<file path="src/rtl/multicycle_divider.sv">
// Iterative radix-2 restoring divider producing {remainder, quotient}, one quotient bit per cycle.
// Optional DIVIDER_EARLY_EXIT_EN skips the iteration loop when the quotient is trivially zero.
module multicycle_divider #(
    parameter int WIDTH = 32,
    parameter int CNT_W = 6
) (
    input  logic               clock,
    input  logic               reset,
    input  logic               start,
    input  logic [WIDTH-1:0]   dividend,
    input  logic [WIDTH-1:0]   divisor,
    input  logic               is_signed,
    output logic               busy,
    output logic               done,
    output logic [2*WIDTH-1:0] result,
    output logic               div_by_zero,
    output logic [1:0]         state_dbg
);

    // Handshake: start is accepted only in IDLE outside the done-pulse cycle; no queuing.
    // done pulses for one cycle once result is valid; result holds until the next acceptance.
    typedef enum logic [1:0] {IDLE, RUN, FIX, DONE} state_t;

    state_t             state_q, state_d;
    logic [WIDTH-1:0]   rem_q, quo_q, dvs_q;
    logic [CNT_W-1:0]   cnt_q;
    logic               sgn_q, neg_a_q, neg_b_q, dbz_q;

    logic               accept, skip, neg_a, neg_b;
    logic [WIDTH-1:0]   mag_a, mag_b, q_fix, r_fix;
    logic [WIDTH:0]     trial;

    assign state_dbg = state_q;

    always_comb begin
        accept = (state_q == IDLE) && start && !done;
        neg_a  = is_signed & dividend[WIDTH-1];
        neg_b  = is_signed & divisor[WIDTH-1];
        // -(2^(WIDTH-1)) wraps to itself, which is the correct unsigned magnitude
        mag_a  = neg_a ? -dividend : dividend;
        mag_b  = neg_b ? -divisor  : divisor;
`ifdef DIVIDER_EARLY_EXIT_EN
        skip   = (divisor == '0) || (mag_a < mag_b);
`else
        skip   = 1'b0;
`endif
        trial  = {rem_q, quo_q[WIDTH-1]} - {1'b0, dvs_q};
        q_fix  = dbz_q ? '1 : ((sgn_q & (neg_a_q ^ neg_b_q)) ? -quo_q : quo_q);
        r_fix  = (sgn_q & neg_a_q) ? -rem_q : rem_q;
    end

    always_comb begin
        state_d = state_q;
        case (state_q)
            IDLE: if (accept) state_d = skip ? FIX : RUN;
            RUN:  if (cnt_q == CNT_W'(1)) state_d = FIX;
            FIX:  state_d = DONE;
            DONE: state_d = IDLE;
            default: state_d = IDLE;
        endcase
    end

    always_ff @(posedge clock or posedge reset) begin
        if (reset) begin
            state_q     <= IDLE;
            busy        <= 1'b0;
            done        <= 1'b0;
            result      <= '0;
            div_by_zero <= 1'b0;
            cnt_q       <= '0;
            rem_q       <= '0;
            quo_q       <= '0;
            dvs_q       <= '0;
            sgn_q       <= 1'b0;
            neg_a_q     <= 1'b0;
            neg_b_q     <= 1'b0;
            dbz_q       <= 1'b0;
        end else begin
            state_q <= state_d;
            busy    <= (state_d != IDLE);
            done    <= (state_q == DONE);
            case (state_q)
                IDLE: begin
                    if (accept) begin
                        sgn_q   <= is_signed;
                        neg_a_q <= neg_a;
                        neg_b_q <= neg_b;
                        dbz_q   <= (divisor == '0);
                        dvs_q   <= mag_b;
                        // quo_q doubles as the dividend shift register during RUN
                        quo_q   <= skip ? '0 : mag_a;
                        rem_q   <= skip ? mag_a : '0;
                        cnt_q   <= CNT_W'(WIDTH);
                    end
                end
                RUN: begin
                    if (!trial[WIDTH]) begin
                        rem_q <= trial[WIDTH-1:0];
                        quo_q <= {quo_q[WIDTH-2:0], 1'b1};
                    end else begin
                        rem_q <= {rem_q[WIDTH-2:0], quo_q[WIDTH-1]};
                        quo_q <= {quo_q[WIDTH-2:0], 1'b0};
                    end
                    cnt_q <= cnt_q - CNT_W'(1);
                end
                FIX: begin
                    result      <= {r_fix, q_fix};
                    div_by_zero <= dbz_q;
                end
                default: ;
            endcase
        end
    end

endmodule
</file>
<file path="config.mk">
export PLATFORM = sky130hd
export DESIGN_NAME = multicycle_divider
export DESIGN_NICKNAME = d
export VERILOG_FILES = /design/src/rtl/multicycle_divider.sv
export SDC_FILE = /design/constraint.sdc
export NUM_CORES = 1
export LEC_CHECK = 0
export CAP_MARGIN = 20
export CORE_MARGIN = 3
export CORE_UTILIZATION = 55
export CTS_CLUSTER_SIZE = 16
export DETAILED_ROUTE_END_ITERATION = 8
export PLACE_DENSITY = 0.79
export SLEW_MARGIN = 5
export SYNTH_ARGS = -nofsm -noshare
export SYNTH_HDL_FRONTEND = slang
export SYNTH_SLANG_ARGS = --single-unit
</file>
<file path="constraint.sdc">
create_clock -name clock -period 6.1 [get_ports clock]
set_input_delay 0.61 -clock clock [delete_from_list [all_inputs] [get_ports clock]]
set_output_delay 0.61 -clock clock [all_outputs]
set_load 0.1 [all_outputs]
</file>
* After elaboration in Yosys (flattened, before gate mapping)
Cells that the tools add are included.
Word-level totals: bits in registers 175, input bits 68, word-level logic and storage cells 54, output and inout port bits 69
Operators by class: multiplexer cells 16, equality and inequality tests 5, bitwise gates (word level) 5, reduce and logical (&&, ||, !) cells 9, add/subtract/negate cells 6
Operators by type and width (count):
- $mux 32 | 8
- $neg 32->32 | 4
- $pmux 32 s2 | 2
- $sub 33x32->33 | 1
- $logic_not 32->1 | 1
- $pmux 6 s2 | 1
- $pmux 2 s4 | 1
- $eq 6x1->1 const B | 1
- $mux 6 | 1
- $sub 6x1->6 const B | 1
- $and 1x1->1 | 4
- $eq 2x2->1 const B | 2
- $mux 2 | 2
- $reduce_and 2->1 | 2
- $reduce_bool 2->1 | 2
- $eq 2x1->1 const B | 1
- $logic_and 1x1->1 | 2
- $logic_not 2->1 | 1
- $ne 2x2->1 const B | 1
- $logic_not 1->1 | 1
- $mux 1 | 1
- $xor 1x1->1 | 1

* Logic depth before layout (Yosys ltp)
Gate-level depths: netlist of the first run.
depth in word-level cells 6, mapped depth 13, mapped depth without buffers 12

* Least setup slack after synthesis of the first run
Ideal clock, no wire load.
path kind reg2reg, start reg quo_q[31], end reg rem_q[18], arrival 2.679 ns, setup time 0.132 ns, path buffers 1, required time 5.968 ns, slack 3.289 ns, stages on the path, launching flop included 13, path through dfrtp_1 -> inv_1 -> ha_1 -> fa_1 -> nand2b_1 -> a21o_1 -> a211oi_2 -> o21ai_1 -> a22oi_1 -> xor2_1 -> buf_2 -> mux2i_1 -> o21ai_1
On the way: longest elaborated chain between the ends 3
RTL lines:
- start, declared | line 25 | logic [WIDTH-1:0] rem_q, quo_q, dvs_q;
- start signal, assigned | line 91 | quo_q <= skip ? '0 : mag_a;
- start signal, assigned | line 99 | quo_q <= {quo_q[WIDTH-2:0], 1'b1};
- start signal, assigned | line 102 | quo_q <= {quo_q[WIDTH-2:0], 1'b0};
- $sub 33x32->33 | line 47 | trial = {rem_q, quo_q[WIDTH-1]} - {1'b0, dvs_q};
- $mux 32 | line 97 | if (!trial[WIDTH]) begin
- $pmux 32 s2 | line 82 | case (state_q)
- end signal, assigned | line 92 | rem_q <= skip ? mag_a : '0;
- end signal, assigned | line 98 | rem_q <= trial[WIDTH-1:0];
- end signal, assigned | line 101 | rem_q <= {rem_q[WIDTH-2:0], quo_q[WIDTH-1]};
- end, declared | line 25
Every way passes these cells. A chain may end at the register's enable or synchronous reset.

* Final worst setup path of the first run
start reg quo_q[31], end reg rem_q[19]
The elaborated chain is that of the path after synthesis.

==> results of run 1 <==
[sequential cells by signal (all words and copies together) (netlist names), 2 cells and up]
name and cells:
cnt_q 6, state_dbg 2, rem_q 32, dvs_q 32
quo_q 32, result 64
[worst max path at each step]
stage | slack (ns) | endpoint | cells after the start | from
2_1_floorplan | 0.74 | busy$_DFF_PP0_ | 1 | reset
6_report | 2.34 | rem_q[19]$_DFFE_PP0P_ | 13 | quo_q[31]$_DFFE_PP0P_
5_1_grt | 2.17 | rem_q[19]$_DFFE_PP0P_ | 13 | quo_q[31]$_DFFE_PP0P_
3_5_place_dp | 2.39 | rem_q[19]$_DFFE_PP0P_ | 13 | quo_q[31]$_DFFE_PP0P_
4_1_cts | 2.33 | rem_q[19]$_DFFE_PP0P_ | 13 | quo_q[31]$_DFFE_PP0P_
3_3_place_gp | 2.53 | rem_q[19]$_DFFE_PP0P_ | 13 | quo_q[31]$_DFFE_PP0P_
[layer usage]
layer	vias up	wire length, µm
li1	4774	-
met1	4709	13340
met2	364	13030
met3	25	1887
met4	0	328
met5	-	0
[area by class of cell]
class | instances | area share
multi-input combinational | 1008 | 0.4754
sequential | 175 | 0.3308
timing repair buffer | 145 | 0.1089
clock buffer | 21 | 0.03554
tap | 265 | 0.02505
inverter | 57 | 0.01654
clock inverter | 10 | 0.007750
[tightest hold or removal path, cell delays in order (launching register included)]
cell     delay [ns]
dfrtp_1        0.34
nand2_1        0.05
nand2_1        0.05
[layout by cell type, fill, tap and decap left out, types with 4 or more instances in the layout]
cell             netlist  routed
nor2b_1               10       8
o21ai_1               36      36
o31ai_1                9       9
nand2b_1              16      14
ha_1                  38      38
clkbuf_16              0      17
a21oi_1              106     106
a21o_1                15      15
a31oi_1               13      13
or3_1                  5       5
o211ai_1               8       8
nand3_1               37      37
a22oi_1               31      31
nor3_1                28      28
inv_1                 57      56
xnor2_1               89      89
clkdlybuf4s50_1        0     136
nor4_1                16      16
o41ai_1                9       9
and2_1                10      10
inv_6                  0       4
or4_1                  6       6
dfrtp_1              175     175
nand4_1                4       4
o21a_1                 4       4
buf_4                  1       8
xor2_1                56      55
nor2_1               108     106
mux2i_1               25      25
and3_1                 8       8
o21ai_0              131     131
nand2_1              144     144
[logic make-up after synthesis]
family | synth area share
DFF | 0.3947
AOI/OAI and AO/OA | 0.2053
buffers and inverters | 0.04308
muxes | 0.02560
and+or+nand+nor | 0.1722
xor gates and xnor gates | 0.1145
adders and majority gates | 0.04466
[Yosys cell counts (all sizes together), types with 2 or more instances]
cell type	number
a221oi	2
or3	5
ha	38
a211o	3
xnor2	89
o21bai	2
and3b	2
a221o	2
a21o	15
o21ai	168
o211ai	8
nor2	108
nand2	145
nor3	29
nand4	4
o31ai	10
mux2	3
nand3b	3
a211oi	3
a2111oi	2
and2	10
o41ai	10
dfrtp	175
a22oi	31
nand3	37
a21oi	106
buf	9
clkbuf	58
xor2	56
o21a	5
mux2i	25
nor4	19
or4	7
a31oi	13
and3	9
inv	57
nand2b	16
o311ai	2
nor2b	11
[through the flow]
stage / cell area (µm²) / hold WS [ns] / setup WS, ns / std cells
final: 13240 / 0.4748 / 2.339 / 1681
after CTS: 13220 / 0.4754 / 2.333 / 1680
after global routing: 13240 / 0.5115 / 2.170 / 1681
after global placement: 12640 / 0.4532 / 2.525 / 1649
after floorplan: 11090 / 0.4459 / 0.7448 / 1307
after detailed placement: 12640 / 0.4563 / 2.388 / 1649
==> impl_metrics.ini, run 1 <==
[route]
post_drt_wl_per_cell_um = 17.01
detail_route.vias_per_cell = 5.873
first_iter_violations = 732
drt_first_pass_iters = 5
postRouteWirelength_um = 28590
route.detailed.drc = 0
antenna_left = 0
dr_total_vias = 9872

[outcome]
run_status = complete, no violations

[clock_tree]
holdBufCountCts = 0
root_buffer = clkbuf_16
tritoncts.num_buffers = 17
clock_tree.htree_level_count = 4
cts.sinks = 175
worst_skew_pair.late_latency_ns = 0.43
ctsResizeCount = 0
tritoncts = yes
cts.repair_timing.setup_buffer_count = 0
ctsLongestPathBuffers = 2
clk_pin_slew_ns = 0.06

[logic_synthesis]
yosys.area.top_type_share = 0.3947
ys_top_cells_by_area = dfrtp_1 39%, xnor2_1 7.0%, o21ai_0 5.9%
synthDistinctLibCells = 68
synth_sequential_area_ratio = 0.3947
synthDominantAreaCellType = dfrtp_1
synthesized_area_per_cell_um2 = 8.488
post_synthesis_net_count = 1414
synth.yosys.warnings = 0
postSynthCellCount = 1307
ys_seq_elements = 175
dominantRegCellSynth = dfrtp_1
synth_enable_flop_cells = 0
synth_area_mm2 = 0.01109
postSynth.asyncResetShare = 1.000

[timing]
normalized_max_slew_margin = 0.3013
finalSetupViolCount = 0
worst_setup_skew_after_layout_ns = 0.01143
finalHoldViolCount = 0
slew_violations = 0
unrepaired_setup_endpoints_after_global_routing = no
totalNegativeSetupSlack_ns = 0
fin_crit_ns = 3.761
final.period_utilization = 0.6166
worstMarginPinSlew_ns = 1.045
fmaxAchievable_ghz = 0.2659

[global_route]
antenna_violations_before_repair = 0
gr-total-overflow = 0
grtUsageMet1 = 0.3927
first_pass_grt_wire_length_um = 47480
use_met2 = 0.4104
grt-busiest-layer = met2
maximum_number_of_pins_on_one_net_before_global_route_repair = 88
use_met3 = 0.03556
global_route.usage.total = 0.2645
vias_in_the_first_global_route = 9533

[finish]
n_antenna_cell = 0
layout_cell_share_with_drive_strength_beyond_1 = 0.04802
seqCellArea_mm2 = 0.004379
layout.core_utilization = 0.6735
nNetsFinal = 1511
area.growth.synth_to_final_pct = 19.32
multi_input_comb_area_mm2 = 0.006294
fillerInstances = 1657

[placement]
gp_routability_congestion = 0.9280
dpl.hpwl_um = 20660
place.port_buffers = 136

[setup_path]
path_delay_family = compound AO/OA/AOI/OAI gates
critPathLaunchType = flop
worst_path_max_delay_cell = xor2_4
cp.required_ns = 6.44
critPathCaptureType = flop
critical_path.max_stage_delay_ns = 0.49
timing.critical_path.buf_inv = 2
worstPathMaxFanout = 27
criticalPathCategory = flop to flop
worstReg2RegStart = quo_q[31]$_DFFE_PP0P_
worst-r2r-cell-count = 13
crit_arrival_ns = 4.10
rr_endpoint = rem_q[19]$_DFFE_PP0P_
ordered_list_of_cells_on_the_worst_path = inv_1, ha_1, fa_1, nand2b_1, a21o_1, a211oi_2, o21ai_1, a22oi_1, xor2_4, buf_4, nand3_1, mux2_2, o211ai_1
r2r_setup_slack_ns = 2.34

[floorplanning]
die_width_um = 148.0
design.die.area_mm2 = 0.02191
standard_cell_rows = 51
io_pins = 137
initial_core_util = 0.5645
die_y_um = 148.0
placeableCoreArea_mm2 = 0.01965

[min_path]
holdCritStartpoint = result[0]$_DFFE_PP0P_
min_path_cells = 2
hp-class = flop to flop
whs_endpoint = result[0]$_DFFE_PP0P_

[flow_run]
cap_viol_max_count = 0
Power of run 1 is left out: the tool's default activity adds up to more than one toggle a clock period on the data nets, which glitch-free logic cannot reach.
==> inputs of run 2 (changes only) <==
==> constraint.sdc (replaced) <==
create_clock -name clock -period 3.6 [get_ports clock]
set_input_delay 0.36 -clock clock [delete_from_list [all_inputs] [get_ports clock]]
set_output_delay 0.36 -clock clock [all_outputs]
set_load 0.1 [all_outputs]
==> run 2 against run 1 <==
Effect of this change: count of clock-buffer cells in the layout down 1; global-route usage down 0.33 points; sequential share of layout area down 0.26 points; critical path depth unchanged; fmax up 18%; wire length up 0.95%; critical path type unchanged; critical endpoint is now rem_q[31]$_DFFE_PP0P_; highest routed layer unchanged.
==> impl_metrics.ini, run 2 (same netlist as run 1, synthesis figures left out) <==
[outcome]
run_status = complete, no violations

[global_route]
vias_in_the_first_global_route = 9358
gr-total-overflow = 0
global_route.usage.total = 0.2611
maximum_number_of_pins_on_one_net_before_global_route_repair = 149
first_pass_grt_wire_length_um = 46800
antenna_violations_before_repair = 0

[route]
wl_met3_um = 1802
maxUsedRoutingLayer = met4
postRouteWirelength_um = 28860
met1Wirelength_um = 13670
first_iter_violations = 764
antenna_left = 0
dr_total_vias = 9907
drt_first_pass_iters = 5
route.detailed.drc = 0
post_drt_wl_per_cell_um = 17.03
met2_length_um = 12930
detail_route.vias_per_cell = 5.848

[clock_tree]
cts.repair_timing.setup_buffer_count = 0
ctsLongestPathBuffers = 2
ctsResizeCount = 0
cts.sinks = 175
clk_pin_slew_ns = 0.07
tritoncts.num_buffers = 17
clock_tree.htree_level_count = 4
root_buffer = clkbuf_16
worst_skew_pair.late_latency_ns = 0.43
holdBufCountCts = 0
tritoncts = yes

[min_path]
hp-class = input pin to async pin

[setup_path]
cp.required_ns = 3.92
worst_path_max_delay_cell = fa_1
worst-r2r-cell-count = 13
rr_endpoint = rem_q[31]$_DFFE_PP0P_
critical_path.max_stage_delay_ns = 0.40
worstReg2RegStart = quo_q[31]$_DFFE_PP0P_
critPathCaptureType = flop
timing.critical_path.buf_inv = 2
ordered_list_of_cells_on_the_worst_path = inv_1, ha_1, fa_1, nand2b_1, a21o_1, a211oi_2, o21ai_1, a22oi_1, xor2_4, buf_4, nand3_1, mux2_2, o311ai_1
criticalPathCategory = flop to flop
path_delay_family = compound AO/OA/AOI/OAI gates
worstPathMaxFanout = 12
crit_arrival_ns = 3.51
r2r_setup_slack_ns = 0.41
critPathLaunchType = flop

[placement]
dpl.hpwl_um = 20620
gp_routability_congestion = 0.9211
place.port_buffers = 136

[finish]
area.growth.synth_to_final_pct = 20.25
nNetsFinal = 1524
seqCellArea_mm2 = 0.004379
n_antenna_cell = 0
layout_cell_share_with_drive_strength_beyond_1 = 0.05598
layout.core_utilization = 0.6788
multi_input_comb_area_mm2 = 0.006285
registers.top_by_ff_count = result
layout.cells.most_common = dfrtp_1
fillerInstances = 1651
flip_flop_count_of_the_largest_register_all_copies_and_words_added = 64
most_frequent_cells_in_the_layout = 175 x dfrtp_1, 144 x nand2_1, 136 x clkdlybuf4s50_1

[timing]
finalHoldViolCount = 0
fin_crit_ns = 3.192
final.period_utilization = 0.8867
unrepaired_setup_endpoints_after_global_routing = no
finalSetupViolCount = 0
worst_setup_skew_after_layout_ns = 0.01129
fmaxAchievable_ghz = 0.3133
slew_violations = 0
normalized_max_slew_margin = 0.3127
totalNegativeSetupSlack_ns = 0
worstMarginPinSlew_ns = 1.028

[floorplanning]
die_width_um = 148.0
standard_cell_rows = 51
initial_core_util = 0.5645
die_y_um = 148.0
placeableCoreArea_mm2 = 0.01965
design.die.area_mm2 = 0.02191
io_pins = 137

[flow_run]
cap_viol_max_count = 0
[run 2: how the worst max path moves through the flow]
stage | start | to | slack, ns | depth (start not counted)
6_report | quo_q[31]$_DFFE_PP0P_ | rem_q[31]$_DFFE_PP0P_ | 0.41 | 13
5_1_grt | quo_q[31]$_DFFE_PP0P_ | rem_q[31]$_DFFE_PP0P_ | 0.21 | 13
4_1_cts | quo_q[31]$_DFFE_PP0P_ | rem_q[31]$_DFFE_PP0P_ | 0.41 | 13
3_5_place_dp | quo_q[31]$_DFFE_PP0P_ | rem_q[31]$_DFFE_PP0P_ | 0.44 | 13
3_3_place_gp | quo_q[31]$_DFFE_PP0P_ | rem_q[19]$_DFFE_PP0P_ | 0.50 | 13
2_1_floorplan | quo_q[31]$_DFFE_PP0P_ | rem_q[18]$_DFFE_PP0P_ | 0.79 | 12
[run 2: stage by stage]
step | worst slack, ns | instance area [µm²] | hold slack (ns) | instances
3_5_place_dp | 0.4446 | 12760 | 0.4574 | 1663
6_report | 0.4078 | 13340 | 0.4028 | 1694
4_1_cts | 0.4144 | 13340 | 0.4084 | 1694
2_1_floorplan | 0.7886 | 11100 | 0.4459 | 1307
3_3_place_gp | 0.5027 | 12760 | 0.4519 | 1663
5_1_grt | 0.2104 | 13340 | 0.4294 | 1694
[run 2: cell type report]
cell class              instances  area share
flip-flops and latches        175      0.3282
well taps                     265     0.02485
repair buffers                158      0.1163
clock buffers                  20     0.03348
clock inverters                11    0.009753
multi-input cells            1008      0.4711
inverters                      57     0.01632
[run 2: tightest hold or removal path, delay by kind of cell]
family,cells,cell delay [ns]
buffers and inverters,3,0.88
[run 2: metal layers]
| metal | up-vias | global-route usage |
|---|---|---|
| met5 | - | 0 |
| met4 | 0 | 0.06882 |
| met3 | 36 | 0.05058 |
| met2 | 345 | 0.3951 |
| met1 | 4711 | 0.3873 |
| li1 | 4815 | - |
Power of run 2 is left out for the same reason.
